### config.mk
export PLATFORM = sky130hd
export DESIGN_NAME = rc4_prga_flat
export DESIGN_NICKNAME = d
export VERILOG_FILES = /design/src/rtl/rc4_pkg.sv /design/src/rtl/rc4_prga_if.sv /design/src/rtl/rc4_sbox.sv /design/src/rtl/rc4_prga.sv /design/src/flat_wrapper.sv
export SDC_FILE = /design/constraint.sdc
export NUM_CORES = 1
export LEC_CHECK = 0
export CAP_MARGIN = 15
export CORE_AREA = 2 2 114 116
export CTS_CLUSTER_DIAMETER = 150
export DETAILED_ROUTE_END_ITERATION = 8
export DIE_AREA = 0 0 116 118
export HOLD_SLACK_MARGIN = 0.15
export PLACE_DENSITY = 0.81
export SYNTH_ARGS = -nofsm -noshare
export SYNTH_HDL_FRONTEND = slang
export SYNTH_SLANG_ARGS = --single-unit
export TNS_END_PERCENT = 5
### constraint.sdc
create_clock -name clk -period 11.55 [get_ports clk]
set_input_delay 2.31 -clock clk [delete_from_list [all_inputs] [get_ports clk]]
set_output_delay 2.31 -clock clk [all_outputs]
set_load 0.005 [all_outputs]
### src/rtl/rc4_pkg.sv
// rc4_pkg
// Shared definitions for the nibble-wide RC4 keystream generator:
//   W        - datapath word width (S-box entries and indices)
//   SBOX_N   - number of S-box entries (2^W)
//   sbox_t   - packed S-box image, entry k in sbox_t[k]
//   state_t  - PRGA sequencing states
//   sbox_identity() - S-box image with S[k] = k, the reset contents
package rc4_pkg;

    localparam int W      = 4;
    localparam int SBOX_N = 1 << W;

    typedef logic [SBOX_N-1:0][W-1:0] sbox_t;

    typedef enum logic [2:0] {
        IDLE,
        STEP,
        SWAP,
        KS,
        HOLD
    } state_t;

    // Builds the identity permutation that the S-box wakes up with.
    function automatic sbox_t sbox_identity();
        sbox_t s;
        for (int k = 0; k < SBOX_N; k++) begin
            s[k] = W'(k);
        end
        return s;
    endfunction

endpackage

### src/rtl/rc4_prga_if.sv
// rc4_prga_if
// Bundles the load port, the run control and the keystream handshake of
// the RC4 keystream generator.
//   load_en/load_addr/load_data - S-box write from the key scheduler
//   run                         - level request to keep generating words
//   ks_data/ks_valid/ks_ready   - keystream word handshake
//   busy                        - generator is not idle
// Modports: master drives loads, run and ks_ready; slave is the generator.
interface rc4_prga_if;
    import rc4_pkg::*;

    logic         load_en;
    logic [W-1:0] load_addr;
    logic [W-1:0] load_data;
    logic         run;
    logic [W-1:0] ks_data;
    logic         ks_valid;
    logic         ks_ready;
    logic         busy;

    modport master (
        output load_en, load_addr, load_data, run, ks_ready,
        input  ks_data, ks_valid, busy
    );

    modport slave (
        input  load_en, load_addr, load_data, run, ks_ready,
        output ks_data, ks_valid, busy
    );

endinterface

### src/rtl/rc4_sbox.sv
// rc4_sbox
// 2^W x W register file holding the RC4 permutation.
//   clk, reset        - clock and asynchronous active-low reset (identity)
//   wr_en/addr/data   - single write port used by the key loader
//   swap_en/a/b       - exchanges S[a] and S[b] in one cycle
//   rdN_addr/rdN_data - four combinational read ports
module rc4_sbox
    import rc4_pkg::*;
(
    input  logic         clk,
    input  logic         reset,
    input  logic         wr_en,
    input  logic [W-1:0] wr_addr,
    input  logic [W-1:0] wr_data,
    input  logic         swap_en,
    input  logic [W-1:0] swap_a,
    input  logic [W-1:0] swap_b,
    input  logic [W-1:0] rd0_addr,
    output logic [W-1:0] rd0_data,
    input  logic [W-1:0] rd1_addr,
    output logic [W-1:0] rd1_data,
    input  logic [W-1:0] rd2_addr,
    output logic [W-1:0] rd2_data,
    input  logic [W-1:0] rd3_addr,
    output logic [W-1:0] rd3_data
);

    sbox_t sbox_q;
    sbox_t sbox_d;

    assign rd0_data = sbox_q[rd0_addr];
    assign rd1_data = sbox_q[rd1_addr];
    assign rd2_data = sbox_q[rd2_addr];
    assign rd3_data = sbox_q[rd3_addr];

    // Next S-box image. Both swap writes read the old contents, so equal
    // swap indices naturally leave the entry untouched. The controller
    // never asks for a write and a swap together; the write takes priority.
    always_comb begin
        sbox_d = sbox_q;
        if (wr_en) begin
            sbox_d[wr_addr] = wr_data;
        end else if (swap_en) begin
            sbox_d[swap_a] = sbox_q[swap_b];
            sbox_d[swap_b] = sbox_q[swap_a];
        end
    end

    // S-box storage, reset to the identity permutation.
    always_ff @(posedge clk or negedge reset) begin
        if (!reset) begin
            sbox_q <= sbox_identity();
        end else begin
            sbox_q <= sbox_d;
        end
    end

endmodule

### src/rtl/rc4_prga.sv
// rc4_prga
// RC4 pseudo-random generation: steps i/j, swaps S[i]/S[j] and presents one
// registered keystream word per step over a valid/ready handshake.
//   clk   - rising-edge clock
//   reset - asynchronous active-low reset
//   bus   - rc4_prga_if slave: S-box load port, run, keystream handshake, busy
module rc4_prga
    import rc4_pkg::*;
(
    input  logic      clk,
    input  logic      reset,
    rc4_prga_if.slave bus
);

    state_t       state_q, state_d;
    logic [W-1:0] i_q, i_d;
    logic [W-1:0] j_q, j_d;
    logic [W-1:0] ks_data_q, ks_data_d;
    logic         ks_valid_q, ks_valid_d;

    logic         wr_en;
    logic         swap_en;
    logic [W-1:0] i_next;
    logic [W-1:0] t_idx;
    logic [W-1:0] s_inext;
    logic [W-1:0] s_i;
    logic [W-1:0] s_j;
    logic [W-1:0] s_t;

    assign i_next = i_q + 1'b1;
    assign t_idx  = s_i + s_j;

    rc4_sbox u_sbox (
        .clk      (clk),
        .reset    (reset),
        .wr_en    (wr_en),
        .wr_addr  (bus.load_addr),
        .wr_data  (bus.load_data),
        .swap_en  (swap_en),
        .swap_a   (i_q),
        .swap_b   (j_q),
        .rd0_addr (i_next),
        .rd0_data (s_inext),
        .rd1_addr (i_q),
        .rd1_data (s_i),
        .rd2_addr (j_q),
        .rd2_data (s_j),
        .rd3_addr (t_idx),
        .rd3_data (s_t)
    );

    // Sequencer: IDLE accepts loads (a load beats run), STEP advances the
    // indices, SWAP exchanges S[i]/S[j], KS looks up the word from the
    // already-swapped entries, and HOLD keeps the word until it is taken.
    // run is only consulted in IDLE and at acceptance, so dropping it
    // mid-step still delivers the pending word.
    always_comb begin
        state_d    = state_q;
        i_d        = i_q;
        j_d        = j_q;
        ks_data_d  = ks_data_q;
        ks_valid_d = ks_valid_q;
        wr_en      = 1'b0;
        swap_en    = 1'b0;
        case (state_q)
            IDLE: begin
                if (bus.load_en) begin
                    wr_en = 1'b1;
                    i_d   = '0;
                    j_d   = '0;
                end else if (bus.run) begin
                    state_d = STEP;
                end
            end
            STEP: begin
                i_d     = i_next;
                j_d     = j_q + s_inext;
                state_d = SWAP;
            end
            SWAP: begin
                swap_en = 1'b1;
                state_d = KS;
            end
            KS: begin
                ks_data_d  = s_t;
                ks_valid_d = 1'b1;
                state_d    = HOLD;
            end
            HOLD: begin
                if (ks_valid_q && bus.ks_ready) begin
                    ks_valid_d = 1'b0;
                    state_d    = bus.run ? STEP : IDLE;
                end
            end
            default: begin
                state_d = IDLE;
            end
        endcase
    end

    // Controller registers; reset discards any word in flight.
    always_ff @(posedge clk or negedge reset) begin
        if (!reset) begin
            state_q    <= IDLE;
            i_q        <= '0;
            j_q        <= '0;
            ks_data_q  <= '0;
            ks_valid_q <= 1'b0;
        end else begin
            state_q    <= state_d;
            i_q        <= i_d;
            j_q        <= j_d;
            ks_data_q  <= ks_data_d;
            ks_valid_q <= ks_valid_d;
        end
    end

    assign bus.ks_data  = ks_data_q;
    assign bus.ks_valid = ks_valid_q;
    assign bus.busy     = (state_q != IDLE);

endmodule
### src/flat_wrapper.sv
// flat-port wrapper written by rule: the top's interface ports become plain ports
module rc4_prga_flat import rc4_pkg::*;
  (clk, reset, bus_load_en, bus_load_addr, bus_load_data, bus_run, bus_ks_ready, bus_ks_data, bus_ks_valid, bus_busy);
  rc4_prga_if bus_i ();
  input  logic clk;
  input  logic reset;
  input wire logic [$bits(bus_i.load_en)-1:0] bus_load_en;
  input wire logic [$bits(bus_i.load_addr)-1:0] bus_load_addr;
  input wire logic [$bits(bus_i.load_data)-1:0] bus_load_data;
  input wire logic [$bits(bus_i.run)-1:0] bus_run;
  input wire logic [$bits(bus_i.ks_ready)-1:0] bus_ks_ready;
  output wire logic [$bits(bus_i.ks_data)-1:0] bus_ks_data;
  output wire logic [$bits(bus_i.ks_valid)-1:0] bus_ks_valid;
  output wire logic [$bits(bus_i.busy)-1:0] bus_busy;
  assign bus_i.load_en = bus_load_en;
  assign bus_i.load_addr = bus_load_addr;
  assign bus_i.load_data = bus_load_data;
  assign bus_i.run = bus_run;
  assign bus_i.ks_ready = bus_ks_ready;
  assign bus_ks_data = bus_i.ks_data;
  assign bus_ks_valid = bus_i.ks_valid;
  assign bus_busy = bus_i.busy;
  rc4_prga u_core (.clk(clk), .reset(reset), .bus(bus_i));
endmodule
# Word level (Yosys, flattened, before mapping)

Index checks and enable logic that the tools add are counted.

Bits in registers: 80
Bits of input ports: 13
Output and inout port bits: 6
Word-level logic and storage cells: 84

Add/subtract/negate cells: 3
Order comparisons: 8
Eq/ne operators: 8
Mux-type cells: 32
Reduce and logical (&&, ||, !) cells: 12

Operator list:

| operator            | count |
|---|---|
| $bwmux 64           | 3 |
| $mux 64             | 2 |
| $bmux 4 s4          | 4 |
| $demux 4 s4         | 3 |
| $mux 4              | 8 |
| $lt 4x5->1 const B  | 5 |
| $pmux 4 s2          | 2 |
| $pmux 3 s5          | 1 |
| $ge 4x1->1 const B  | 3 |
| $mux 3              | 3 |
| $add 4x4->4         | 2 |
| $eq 3x2->1 const B  | 2 |
| $ne 2x2->1 const B  | 3 |
| $reduce_bool 2->1   | 3 |
| $mux 1              | 5 |
| $add 4x1->4 const B | 1 |
| $logic_and 1x1->1   | 4 |
| $reduce_and 2->1    | 2 |
| $eq 3x1->1 const B  | 1 |
| $eq 3x3->1 const B  | 1 |
| $logic_not 3->1     | 1 |
| $reduce_and 3->1    | 1 |
| $reduce_bool 3->1   | 1 |
| $ne 2x1->1 const B  | 1 |
| $pmux 1 s2          | 1 |

# Logic depth before layout (Yosys ltp)

Gate-level depths: netlist of run 1.

Depth in word-level cells: 8
Gate-level depth with buffers: 14
Gate-level depth less buffers: 10

# Hierarchy

From an unflattened synthesis of run 1, not the netlist that was laid out.

Cells, all modules: 826
Area, all modules: 8,413.1 um2

Modules (own cells, without submodules):

| module   | instances | cells an instance | area each (um2) | seq. area each (um2) |
|---|---|---|---|---|
| rc4_sbox | 1         | 740               | 7,485.9         | 1,641.6 |
| rc4_prga | 1         | 86                | 927.1           | 400.4 |

# Least setup slack after synthesis of run 1

No wires, ideal clock.

Kind: reg-to-reg
From: register u_core.i_q[1]
To: register u_core.j_q[3]
Setup time: 0.119 ns
Arrival: 4.218 ns
Data required time: 11.431 ns
Path slack: 7.214 ns
Stages on the path, launching flop included: 15
Buffers on the path: 4
Period minus slack after synthesis: 4.336 ns
Cells stage by stage: dfrtp_1 -> buf_2 -> buf_1 -> inv_1 -> ha_1 -> clkbuf_1 -> buf_1 -> mux4_2 -> mux4_2 -> ha_1 -> a21oi_1 -> nand2_1 -> a211o_1 -> a31o_2 -> o21a_1

Longest elaborated chain between the ends: 5

RTL lines:

| item                         | line            | RTL |
|---|---|---|
| start, declared              | rc4_prga.sv:16  | `logic [W-1:0] i_q, i_d;` |
| start signal, assigned       | rc4_prga.sv:111 | `i_q <= i_d;` |
| $add 4x1->4                  | rc4_prga.sv:30  | `assign i_next = i_q + 1'b1;` |
| $bmux 4 s4                   | rc4_sbox.sv:31  | `assign rd0_data = sbox_q[rd0_addr];` |
| $mux 4 (implied by the code) | rc4_sbox.sv:31  |  |
| $add 4x4->4                  | rc4_prga.sv:77  | `j_d = j_q + s_inext;` |
| $pmux 4 s2                   | rc4_prga.sv:65  | `case (state_q)` |
| end signal, assigned         | rc4_prga.sv:112 | `j_q <= j_d;` |
| end, declared                | rc4_prga.sv:17  | `logic [W-1:0] j_q, j_d;` |

Every way passes these cells. The select of a mux whose other input is x is not followed.
A chain may end at the register's enable or synchronous reset.

# Worst setup path in the final report of run 1

From: input bus_load_en
To: register u_core.u_sbox.sbox_q[3] in the netlist's numbering

Longest elaborated chain between the ends: 3
Elaborated cells on any way between the ends: 4
Classes of those cells: mux: 3; reduce/logical: 1

RTL lines:

| item                                                | line              | RTL |
|---|---|---|
| start, declared                                     | flat_wrapper.sv:7 | `input wire logic [$bits(bus_i.load_en)-1:0] bus_load_en;` |
| $mux 1 *                                            | rc4_prga.sv:67    | `if (bus.load_en) begin` |
| $mux 1 *                                            | rc4_prga.sv:65    |  |
| $mux 64 / $reduce_bool 2->1 (equally long branches) | n/a               |  |
| end signal, assigned                                | rc4_sbox.sv:52    | `sbox_q <= sbox_identity();` |
| end signal, assigned                                | rc4_sbox.sv:54    | `sbox_q <= sbox_d;` |
| end, declared                                       | rc4_sbox.sv:28    | `sbox_t sbox_q;` |

Every way passes the cells marked *; elsewhere a longest branch is shown, timed or not.

==> results of run 1 <==
[flip-flops by register name, indices dropped and copies added (netlist names)]
signal                cells
u_core.u_sbox.sbox_q     64
u_core.state_q            3
u_core.i_q                4
u_core.bus.ks_data        4
u_core.j_q                4
u_core.bus.ks_valid       1
[cell usage after synthesis (3+ instances only)]
library cell	instances	area (um2)
buf_2	7	35.0
nor3_1	9	45.0
nor2b_1	6	37.5
xor2_1	3	26.3
buf_1	18	67.6
dfrtp_1	48	1200
nand2_1	37	139
mux2i_1	9	90.1
mux4_2	74	1670
nand2b_1	13	81.3
buf_4	3	22.5
dfstp_2	32	841
nor2_1	50	188
o21ai_0	73	365
xnor2_1	4	35.0
inv_1	3	11.3
ha_1	10	125
a22oi_1	129	968
o21ai_1	17	85.1
nand3_1	18	90.1
mux2_2	5	56.3
nand3b_1	4	30.0
a21oi_1	23	115
or3_1	3	18.8
clkbuf_1	28	105
[how the worst max path moves through the flow]
| stage | from | endpoint | slack [ns] | depth (start not counted) |
|---|---|---|---|---|
| 2_1_floorplan | u_core.i_q[1] | u_core.j_q[3] | 7.21 | 14 |
| 3_3_place_gp | bus_load_en | u_core.u_sbox.sbox_q[3] | 6.49 | 7 |
| 3_5_place_dp | bus_load_en | u_core.u_sbox.sbox_q[3] | 6.27 | 7 |
| 4_1_cts | bus_load_en | u_core.u_sbox.sbox_q[3] | 6.61 | 7 |
| 5_1_grt | bus_load_en | u_core.u_sbox.sbox_q[3] | 6.30 | 7 |
| 6_report | bus_load_en | u_core.u_sbox.sbox_q[3] | 6.53 | 7 |
[worst max-delay path, cell delays in order]
cell and delay (ns):
clkdlybuf4s50_1 0.52, or4b_1 0.76, or3_1 0.50, nor3_1 0.43, o21ai_0 0.30, a22oi_1 0.22, o21ai_0 0.15
[per-layer routing]
| layer | up-vias | GRT usage |
|---|---|---|
| met5 | - | 0 |
| met2 | 601 | 0.492 |
| met4 | 0 | 0.196 |
| li1 | 2544 | - |
| met3 | 147 | 0.135 |
| met1 | 3048 | 0.485 |
[area by class of cell]
type,instances,area (um2),area share
tap,172,215,0.0300
timing repair buffer,25,230,0.0321
multi-input combinational,508,4400,0.613
clock buffer,15,278,0.0387
inverter,3,11.3,0.00157
sequential,80,2040,0.284
[cells in the final DEF (no fill, tap or decap), drive strengths merged, types with 2 or more instances in the layout]
master         count
a22oi            129
o21ai             90
mux4              74
nor2              50
dfrtp             48
nand2             37
dfstp             32
a21oi             23
nand3             19
clkdlybuf4s50     17
clkbuf            15
nand2b            13
ha                10
mux2i             10
nor3               9
buf                8
nor2b              6
mux2               5
xnor2              4
nand3b             4
or3                3
inv                3
xor2               3
nor4bb             2
nor3b              2
fa                 2
nor4b              2
[kinds of logic (layout without fill, tap and decap cells)]
family / after synthesis / in the layout / share of synthesized area
multiplexers: 89 / 89 / 0.275
flip-flops: 80 / 80 / 0.306
buffers and inverters: 59 / 43 / 0.0362
AO/OA/AOI/OAI: 247 / 247 / 0.236
XOR/XNOR: 8 / 8 / 0.0127
AND/OR/NAND/NOR: 152 / 152 / 0.110
adder cells (fa/ha/maj): 12 / 12 / 0.0247
[power breakdown]
part,internal (mW),total [mW],switching (mW)
clock network,0.162,0.272,0.110
registers,0.439,0.637,0.199
logic,0.687,1.54,0.856
total,1.29,2.45,1.16
==> reports/qor.yml, run 1 <==
status: "finished clean"
path_clk_slew_ns: 0.06
antenna_found_initial: 0
postCtsHoldBufs: 0
wl_per_cell_um: 28.9
routed_wl_mm: 23.2
io_buffers: 18
cts_buffers: 9
postCtsSetupBuffers: 0
ir_worst_vdd_mv: 0.160
max_clock_freq_mhz: 199
r2r-start: "u_core.i_q[0]"
drt_pass1_iterations: 7
placementRows: 41
die_width_um: 116
ys_types: 42
top_layer: "met4"
ant_nets: 0
place_ws_ns: 6.27
cts_tree: "built"
netlist_area_mm2: 0.00668
synth-main-ff-cell: "dfrtp_1"
wl_met3_mm: 3.65
dpl_cell_area_mm2: 0.00690
dp_cells: 788
wl_met1_mm: 8.15
synth_cells: 647
grt_pass1_vias: 6195
synth.avg_cell_area_um2: 10.3
drc_errors: 0
final_area_mm2: 0.00718
antenna_cells: 0
async_flop_share: 1.00
gp_congestion: 1.08
rsz0062_at_grt: "no"
fin_nets: 652
drv_cap: 0
hold_end: "u_core.bus.ks_data[0]"
die_y_um: 118
path_max_fanout: 13
cts.sinks: 80
clock_path_buffers: 2
clock-root-buffer: "clkbuf_16"
tns_ns: 0
htreeDepth: 3
min_period_ns: 5.02
vias_per_cell: 7.90
io_pins: 19
fin_ws_ns: 6.53
total_power_mw: 2.45
clock_latency_ns: 0.35
worst_slew_pin_slew_ns: 1.09
crit_path_end_kind: "flop"
setup_viol: 0
via_count: 6340
ctsResizeCount: 0
grt.overflow.total: 0
layout.cells.non_filler: 803
layout-drive-gt1-share: 0.219
finClkSkew_ns: 0.00636
relSlewSlack: 0.270
drt_iter0_markers: 1005
worst_ep_required_time_ns: 11.72
period_share: 0.435
leakage_nw: 2.45
whs_ns: 0.483
crit_type: "input pin to flop"
dieArea_mm2: 0.0137
dp_hpwl_mm: 15.3
synth_edf_count: 0
hold_path.startpoint: "u_core.bus.ks_data[0]"
yosysSeqAreaShare: 0.306
start_kind: "input pin"
grt_usage: 0.357
ys_warn_count: 0
syn_to_final_growth_pct: 7.47
hold_violations: 0
rr_worst_depth: 8
n_fill_cell: 1063
crit_arrival_ns: 5.19
hold_class: "flop to flop"
fin_util: 0.578
powerDensity_mw_per_mm2: 342
grt_max_degree: 81
r2r-end: "u_core.bus.ks_data[1]"
ys_ff_latch: 80
hold_depth: 2
regToRegSetupSlack_ns: 6.62
fp.coreArea_mm2: 0.0124
syn_nets: 672
wl_met2_mm: 9.97
grt_pass1_wl_mm: 36.2
finalMaxSlewViolations: 0
start_util: 0.538
Note: power is estimated with default switching activity, not from simulation.
==> run 2, diff against run 1 <==
==> constraint.sdc (replaced) <==
create_clock -name clk -period 5 [get_ports clk]
set_input_delay 1 -clock clk [delete_from_list [all_inputs] [get_ports clk]]
set_output_delay 1 -clock clk [all_outputs]
set_load 0.005 [all_outputs]
==> run 2 against run 1 <==
Power grew 140%. Global-route usage grew 2.8 points. Design area grew 1.9%. Clock skew grew 0.0031 ns. Sequential share of layout area shrank 0.54 points. Largest power group unchanged.
==> reports/qor.yml, run 2 (synthesis gave the netlist of run 1 again) <==
ir_worst_vdd_mv: 0.306
worst-path-buf-inv: 1
postCtsSetupBuffers: 0
combPwrFrac: 0.594
ant_nets: 0
grt_usage: 0.385
syn_to_final_growth_pct: 9.54
htreeDepth: 3
die_width_um: 116
worst_slew_pin_slew_ns: 1.12
fin_nets: 663
grt_pass1_vias: 6437
leakage_nw: 2.53
grt_pass1_wl_mm: 38.7
hold_violations: 0
crit_path_frequent_cell: "mux4_2"
rr_worst_depth: 9
drt_pass1_iterations: 7
postCtsHoldBufs: 0
pwr-share-clk: 0.124
antenna_cells: 0
total_power_mw: 5.88
crit_type: "flop to flop"
critical_path_depth: 9
path_max_fanout: 17
path_clk_slew_ns: 0.06
clock_path_buffers: 2
grt_max_degree: 81
max_clock_freq_mhz: 236
setup_viol: 0
layout-drive-gt1-share: 0.236
period_share: 0.847
dp_cells: 798
largest_reg_flops: 64
drc_errors: 0
final_area_mm2: 0.00732
relSlewSlack: 0.253
dieArea_mm2: 0.0137
io_pins: 19
rsz0062_at_grt: "no"
p_switching_mw: 2.76
clock_latency_ns: 0.36
finalMaxSlewViolations: 0
p_int_mw: 3.12
io_buffers: 18
placementRows: 41
start_util: 0.538
ctsResizeCount: 0
sw_frac_of_total: 0.469
seqPwrFrac: 0.282
n_fill_cell: 1076
grt.overflow.total: 0
worst_ep_required_time_ns: 5.24
status: "finished clean"
finClkSkew_ns: 0.00949
path_cells: "buf_4, mux4_2, mux4_2, ha_1, a21oi_1, nand2_1, xnor3_2, mux4_2, mux2_2"
hold_depth: 2
routed_wl_mm: 25.2
crit_arrival_ns: 4.48
top_register: "u_core.u_sbox.sbox_q"
cts.sinks: 80
clock-root-buffer: "clkbuf_16"
critPathMaxStageDelay_ns: 0.76
die_y_um: 118
fp.coreArea_mm2: 0.0124
start_kind: "flop"
final_common_cell: "a22oi_1"
dpl_cell_area_mm2: 0.00699
drv_cap: 0
dp_hpwl_mm: 17.1
cts_tree: "built"
min_period_ns: 4.24
hold_class: "flop to flop"
powerDensity_mw_per_mm2: 804
fin_util: 0.589
antenna_found_initial: 1
cts_buffers: 9
multi_input_area_mm2: 0.00440
mostFrequentLayoutCells: "129 x a22oi_1, 74 x mux4_2, 73 x o21ai_0"
gp_congestion: 1.08
crit_path_end_kind: "flop"
vias_per_cell: 7.97
regArea_mm2: 0.00204
wl_per_cell_um: 30.9
crit_slowest_cell: "mux4_2"
layout.cells.non_filler: 815
via_count: 6494
drt_iter0_markers: 918
tns_ns: 0
crit_family: "multiplexers"
run 2: cell type report:
type | instances | share of cell area
multi-input cells | 508 | 0.602
clock inverters | 6 | 0.0125
inverters | 3 | 0.00154
clock buffers | 10 | 0.0313
flip-flops and latches | 80 | 0.279
repair buffers | 36 | 0.0445
well taps | 172 | 0.0294
run 2: path summary, 6_finish.rpt:
path | startpoint | endpoint | slack, ns
setup reg to reg | u_core.j_q[0] | u_core.bus.ks_data[1] | 0.76
hold / removal | u_core.bus.ks_data[2] | u_core.bus.ks_data[2] | 0.51
max in group asynchronous | reset | u_core.u_sbox.sbox_q[49] | 3.52
setup / recovery | u_core.j_q[0] | u_core.bus.ks_data[1] | 0.76
min in group asynchronous | reset | u_core.i_q[1] | 0.82
hold reg to reg | u_core.bus.ks_data[2] | u_core.bus.ks_data[2] | 0.51
run 2: through the flow:
stage / setup slack, ns / hold WS, ns
finish: 0.763 / 0.507
global route: 0.601 / 0.530
CTS: 0.764 / 0.511
detailed placement: 0.773 / 0.484
global placement: 0.804 / 0.487
floorplan: 0.664 / 0.473
run 2: layer usage:
layer / track usage / vias up / routed length [um]
met2: 0.547 / 576 / 11200
li1: - / 2579 / -
met3: 0.110 / 138 / 3290
met4: 0.239 / 0 / 1740
met1: 0.516 / 3201 / 8960
met5: 0 / - / 0
run 2: power groups by stage:
stage | combinational [mW] | sequential (mW) | clock, mW
global route | 3.70 | 1.65 | 0.769
global placement | 3.32 | 1.61 | 0
detailed placement | 3.40 | 1.60 | 0
floorplan | 2.64 | 1.22 | 0
CTS | 3.41 | 1.59 | 0.738
finish | 3.49 | 1.66 | 0.731
run 2: worst reg2reg max path: cells and delay by family (launching register included):
kind	cells	cell delay, ns
adder cells (fa/ha/maj)	1	0.44
flip-flops	1	0.70
multiplexers	4	2.09
AND/OR/NAND/NOR	1	0.08
XOR/XNOR	1	0.29
AO/OA/AOI/OAI	1	0.17
buffers and inverters	1	0.37
